==> src/rtl/serial_pattern_gen.sv <==
// Parallel-to-serial stimulus source: captures a switch pattern on a start press
// and shifts it out MSB first, one bit every DIV clocks, optionally repeating.
module serial_pattern_gen #(
   parameter int WIDTH = 8,
   parameter int DIV   = 1
) (
   input  logic                     clk,
   input  logic                     rst,
   input  logic                     start,
   input  logic                     repeat_en,
   input  logic [WIDTH-1:0]         data_in,
   output logic                     x_out,
   output logic                     bit_stb,
   output logic                     busy,
   output logic                     done,
   output logic [$clog2(WIDTH)-1:0] bit_idx
);

   localparam int IW = $clog2(WIDTH);
   localparam int CW = $clog2(DIV) + 1;

   typedef enum logic [1:0] {IDLE, SHIFT, DONE} state_t;

   state_t           state_q, state_d;
   logic             s1_q, s2_q, s3_q;
   logic [WIDTH-1:0] shreg_q, shreg_d;
   logic [WIDTH-1:0] cap_q, cap_d;
   logic             x_q, x_d;
   logic             stb_q, stb_d;
   logic             busy_q, busy_d;
   logic             done_q, done_d;
   logic [IW-1:0]    idx_q, idx_d;
   logic [CW-1:0]    cnt_q, cnt_d;
   logic             rise;

   assign rise = s2_q & ~s3_q;

   always_ff @(posedge clk) begin
      if (rst) begin
         state_q <= IDLE;
         s1_q    <= 1'b0;
         s2_q    <= 1'b0;
         s3_q    <= 1'b0;
         shreg_q <= '0;
         cap_q   <= '0;
         x_q     <= 1'b0;
         stb_q   <= 1'b0;
         busy_q  <= 1'b0;
         done_q  <= 1'b0;
         idx_q   <= '0;
         cnt_q   <= '0;
      end else begin
         state_q <= state_d;
         s1_q    <= start;
         s2_q    <= s1_q;
         s3_q    <= s2_q;
         shreg_q <= shreg_d;
         cap_q   <= cap_d;
         x_q     <= x_d;
         stb_q   <= stb_d;
         busy_q  <= busy_d;
         done_q  <= done_d;
         idx_q   <= idx_d;
         cnt_q   <= cnt_d;
      end
   end

   always_comb begin
      state_d = state_q;
      shreg_d = shreg_q;
      cap_d   = cap_q;
      x_d     = x_q;
      stb_d   = 1'b0;
      busy_d  = busy_q;
      done_d  = 1'b0;
      idx_d   = idx_q;
      cnt_d   = cnt_q;
      case (state_q)
         IDLE: begin
            x_d    = 1'b0;
            busy_d = 1'b0;
            if (rise) begin
               shreg_d = data_in;
               cap_d   = data_in;
               x_d     = data_in[WIDTH-1];
               idx_d   = '0;
               cnt_d   = '0;
               stb_d   = 1'b1;
               busy_d  = 1'b1;
               state_d = SHIFT;
            end
         end
         SHIFT: begin
            if (cnt_q == CW'(DIV - 1)) begin
               cnt_d = '0;
               if (idx_q != IW'(WIDTH - 1)) begin
                  shreg_d = shreg_q << 1;
                  x_d     = shreg_q[WIDTH-2];
                  idx_d   = idx_q + 1'b1;
                  stb_d   = 1'b1;
               end else if (repeat_en) begin
                  // Reload from the captured copy so switch changes never leak in.
                  shreg_d = cap_q;
                  x_d     = cap_q[WIDTH-1];
                  idx_d   = '0;
                  stb_d   = 1'b1;
               end else begin
                  x_d     = 1'b0;
                  busy_d  = 1'b0;
                  done_d  = 1'b1;
                  idx_d   = '0;
                  state_d = DONE;
               end
            end else begin
               cnt_d = cnt_q + 1'b1;
            end
         end
         DONE: begin
            x_d     = 1'b0;
            busy_d  = 1'b0;
            state_d = IDLE;
         end
         default: state_d = IDLE;
      endcase
   end

   assign x_out   = x_q;
   assign bit_stb = stb_q;
   assign busy    = busy_q;
   assign done    = done_q;
   assign bit_idx = idx_q;

endmodule

==> config.mk <==
export PLATFORM = sky130hd
export DESIGN_NAME = serial_pattern_gen
export DESIGN_NICKNAME = d
export VERILOG_FILES = /design/src/rtl/serial_pattern_gen.sv
export SDC_FILE = /design/constraint.sdc
export NUM_CORES = 1
export LEC_CHECK = 0
export BUFFER_PORTS_ARGS = -buffer_cell sky130_fd_sc_hd__buf_2
export CORE_MARGIN = 5
export CORE_UTILIZATION = 50
export CTS_CLUSTER_SIZE = 8
export DETAILED_ROUTE_END_ITERATION = 8
export GPL_TIMING_DRIVEN = 0
export PLACE_DENSITY = 0.68
export SLEW_MARGIN = 25
export SYNTH_ARGS = -nofsm -noshare
export SYNTH_HDL_FRONTEND = slang
export SYNTH_SLANG_ARGS = --single-unit
==> constraint.sdc <==
create_clock -name clk -period 3.48 [get_ports clk]
set_input_delay 0.696 -clock clk [delete_from_list [all_inputs] [get_ports clk]]
set_output_delay 0.696 -clock clk [all_outputs]
set_load 0.005 [all_outputs]
==> flow_summary.yaml <==
outcome:
  status: "finished, final reports clean"
die:
  fp-row-count: 18
  die_height_um: 60.2
  initial_core_util_pct: 51.4
  die-area_um2: 3630
  io_pins: 19
  die_x_um: 60.2
  coreArea_um2: 2450
worst_setup_path:
  path_cells: "ha_1 > ha_1 > nand3b_1 > o211ai_4 > buf_6 > a311oi_1 > nor3_1"
  rr_worst_depth: 7
  cp.required_ns: 3.70
  cp-startpoint: "bit_idx[0]"
  crit_type: "flop to flop"
  r2r_start: "bit_idx[0]"
  crit_path_max_incr_delay_ns: 0.37
  crit_path_frequent_cell: "ha_1"
  cp-end-kind: "flop"
  r2r_end: "shreg_q[0]"
  crit_path_start_kind: "flop"
  slowest_stage: "dfxtp_1"
  crit_path_end: "shreg_q[0]"
  arrival_ns: 2.00
  cp_max_fo: 10
  rrSetupSlack_ns: 1.70
clock_tree:
  ctsRootBufferMaster: "clkbuf_4"
  numCtsBuffers: 3
  clockBufferDepth: 2
  cts_tree: "yes"
  clk_pin_slew_ns: 0.15
  cts_setup_buffers: 0
  clkLatencyLatePin_ns: 0.32
  hold_buffers: 0
  cts.sinks: 27
  cts_resized: 0
  htree_levels: 1
routing:
  postRouteAntennaNets: 0
  firstDrtPassIters: 4
  drc: 0
  first_iter_violations: 24
  wl_um: 2590
  num_vias: 1000
  routedWlPerCell_um: 13.9
  vias_per_cell: 5.38
final_layout:
  area_growth_pct: 12.1
  antenna_cells: 0
  postLayoutCoreUtil_pct: 57.6
  final_area_um2: 1410
  drive_gt1_share_pct: 19.9
  fillers: 244
  fin_nets: 177
sta:
  setup_viol: 0
  tightest_slew_ns: 0.522
  fmax_mhz: 562
  rsz0062_at_grt: "no"
  tns_ns: 0
  setup_ws_ns: 1.70
  finalCritPeriodShare_pct: 51.2
  min_period_ns: 1.78
  relSlewSlack_pct: 65.2
  slew_violations: 0
  hold_viol: 0
  clock_skew_ns: 0.00518
run:
  maxCapViolations: 0
global_routing:
  grtUsageTotal_pct: 16.3
  first_global_vias: 1014
  busiest_layer: "met2"
  use_met1_pct: 19.6
  grt_pass1_wl_um: 4400
  antenna_found_initial: 0
  grt_use_met2_pct: 28.9
  met3_usage_pct: 3.24
  gr-total-overflow: 0
  grt_start_max_net_pins: 17
synthesis:
  netlist.area_leader.share_pct: 42.9
  async_flop_share_pct: 0
  synthCells: 135
  yosysWarnings: 0
  synth_cell_types: 27
  syn_area_um2: 1260
  yosysSeqAreaShare_pct: 42.9
  synth_area_leader_cell: "dfxtp_1"
  syn_nets: 155
  synth.avg_cell_area_um2: 9.34
  yosys_most_used_dff: "dfxtp_1"
  synth_top_cells_by_area: "dfxtp_1 (43%), mux2i_1 (12%), ha_1 (7.9%)"
  synth_edf_count: 0
  synth_seq_cells: 27
placed_design:
  gp_congestion: 0.759
  portBuffers: 17
  pre_cts_slack_ns: 1.70
  dpl.hpwl_um: 1920
  dpl_cell_area_um2: 1380
power_and_ir_drop:
  p_comb_share_pct: 41.2
  p_int_mw: 0.571
  seqPwrFrac_pct: 43.5
  switching_power_mw: 0.342
  peakVddDrop_mv: 0.393
  power.density_nw_per_um2: 646
  switching_share_pct: 37.4
  fin_total_pwr_mw: 0.913
  clockPowerShare_pct: 15.3
  p_leak_nw: 0.615
hold_path:
  hp-class: "flop to flop"
## kinds of logic after synthesis
family	count (synthesis)	synth area share (%)
mux	15	11.9
simple gates	46	16.6
compound gates	27	16.3
buf+inv	12	4.46
flops	27	42.9
fa+ha+maj	8	7.94
## worst min-delay path by stage
| stage | start | end | slack [ns] | cells after the start |
|---|---|---|---|---|
| final | s1_q | s2_q | 0.46 | 1 |
| after global routing | s1_q | s2_q | 0.48 | 1 |
| after CTS | s1_q | s2_q | 0.46 | 1 |
| after detailed placement | s1_q | s2_q | 0.43 | 1 |
| after global placement | s1_q | s2_q | 0.42 | 1 |
| after floorplan | s1_q | s2_q | 0.41 | 1 |
## through the flow
step,instances,hold slack (ns)
after global placement,182,0.422
after floorplan,135,0.414
after CTS,186,0.464
after global routing,186,0.479
final,186,0.462
after detailed placement,182,0.433
## routing by layer
| metal | share of wire (%) | wire length [um] |
|---|---|---|
| met3 | 3.5 | 90 |
| met4 | 0.81 | 21 |
| met5 | 0 | 0 |
| met2 | 50 | 1300 |
| met1 | 45 | 1170 |
## cell usage after synthesis, types with 2 or more instances
cell type,instances
inv_1,5
o21ai_0,2
a22oi_1,4
nand2_1,9
ha_1,8
nand3_1,4
nor2_1,21
a21oi_2,3
dfxtp_1,27
buf_2,3
a211o_1,6
nand2b_1,2
mux2i_1,15
nor2b_1,5
a21oi_1,8
clkbuf_1,2
## cells in the final DEF (no fill, tap or decap), drive strengths merged, types with 2 or more instances in the layout
cell type | synthesis | routed
a211o | 6 | 6
a21oi | 11 | 11
a22oi | 4 | 4
buf | 5 | 22
clkbuf | 2 | 5
dfxtp | 27 | 27
ha | 8 | 8
inv | 5 | 5
mux2i | 15 | 15
nand2 | 10 | 10
nand2b | 2 | 2
nand3 | 4 | 4
nor2 | 21 | 21
nor2b | 5 | 5
o21ai | 2 | 2
## critical path, delay by kind of cell (launching register included)
family	cells	cell delay [ns]
AO/OA/AOI/OAI	2	0.41
adder cells (fa/ha/maj)	2	0.48
buffers and inverters	1	0.16
flip-flops	1	0.37
AND/OR/NAND/NOR	2	0.25
## flip-flops by register name, indices dropped and copies added, names as in the netlist
name / flops
bit_idx: 3
bit_stb: 1
busy: 1
cap_q: 8
done: 1
s1_q: 1
s2_q: 1
s3_q: 1
shreg_q: 7
state_q: 2
x_out: 1
## power groups by stage
stage | sequential, mW | combinational [mW] | clock, mW
finish | 0.397 | 0.376 | 0.139
global route | 0.403 | 0.420 | 0.158
CTS | 0.397 | 0.380 | 0.143
detailed placement | 0.403 | 0.379 | 0
global placement | 0.400 | 0.368 | 0
floorplan | 0.396 | 0.299 | 0
## area by class of cell
| type | count | area (um^2) | share of cell area [%] |
|---|---|---|---|
| timing repair buffer | 17 | 85.1 | 6.02 |
| tap | 30 | 37.5 | 2.65 |
| clock inverter | 1 | 7.51 | 0.531 |
| clock buffer | 3 | 22.5 | 1.59 |
| multi-input combinational | 96 | 664 | 47.0 |
| sequential | 27 | 541 | 38.2 |
| buffer | 7 | 37.5 | 2.65 |
| inverter | 5 | 18.8 | 1.33 |
No activity file was read; power rests on OpenSTA's default activity.
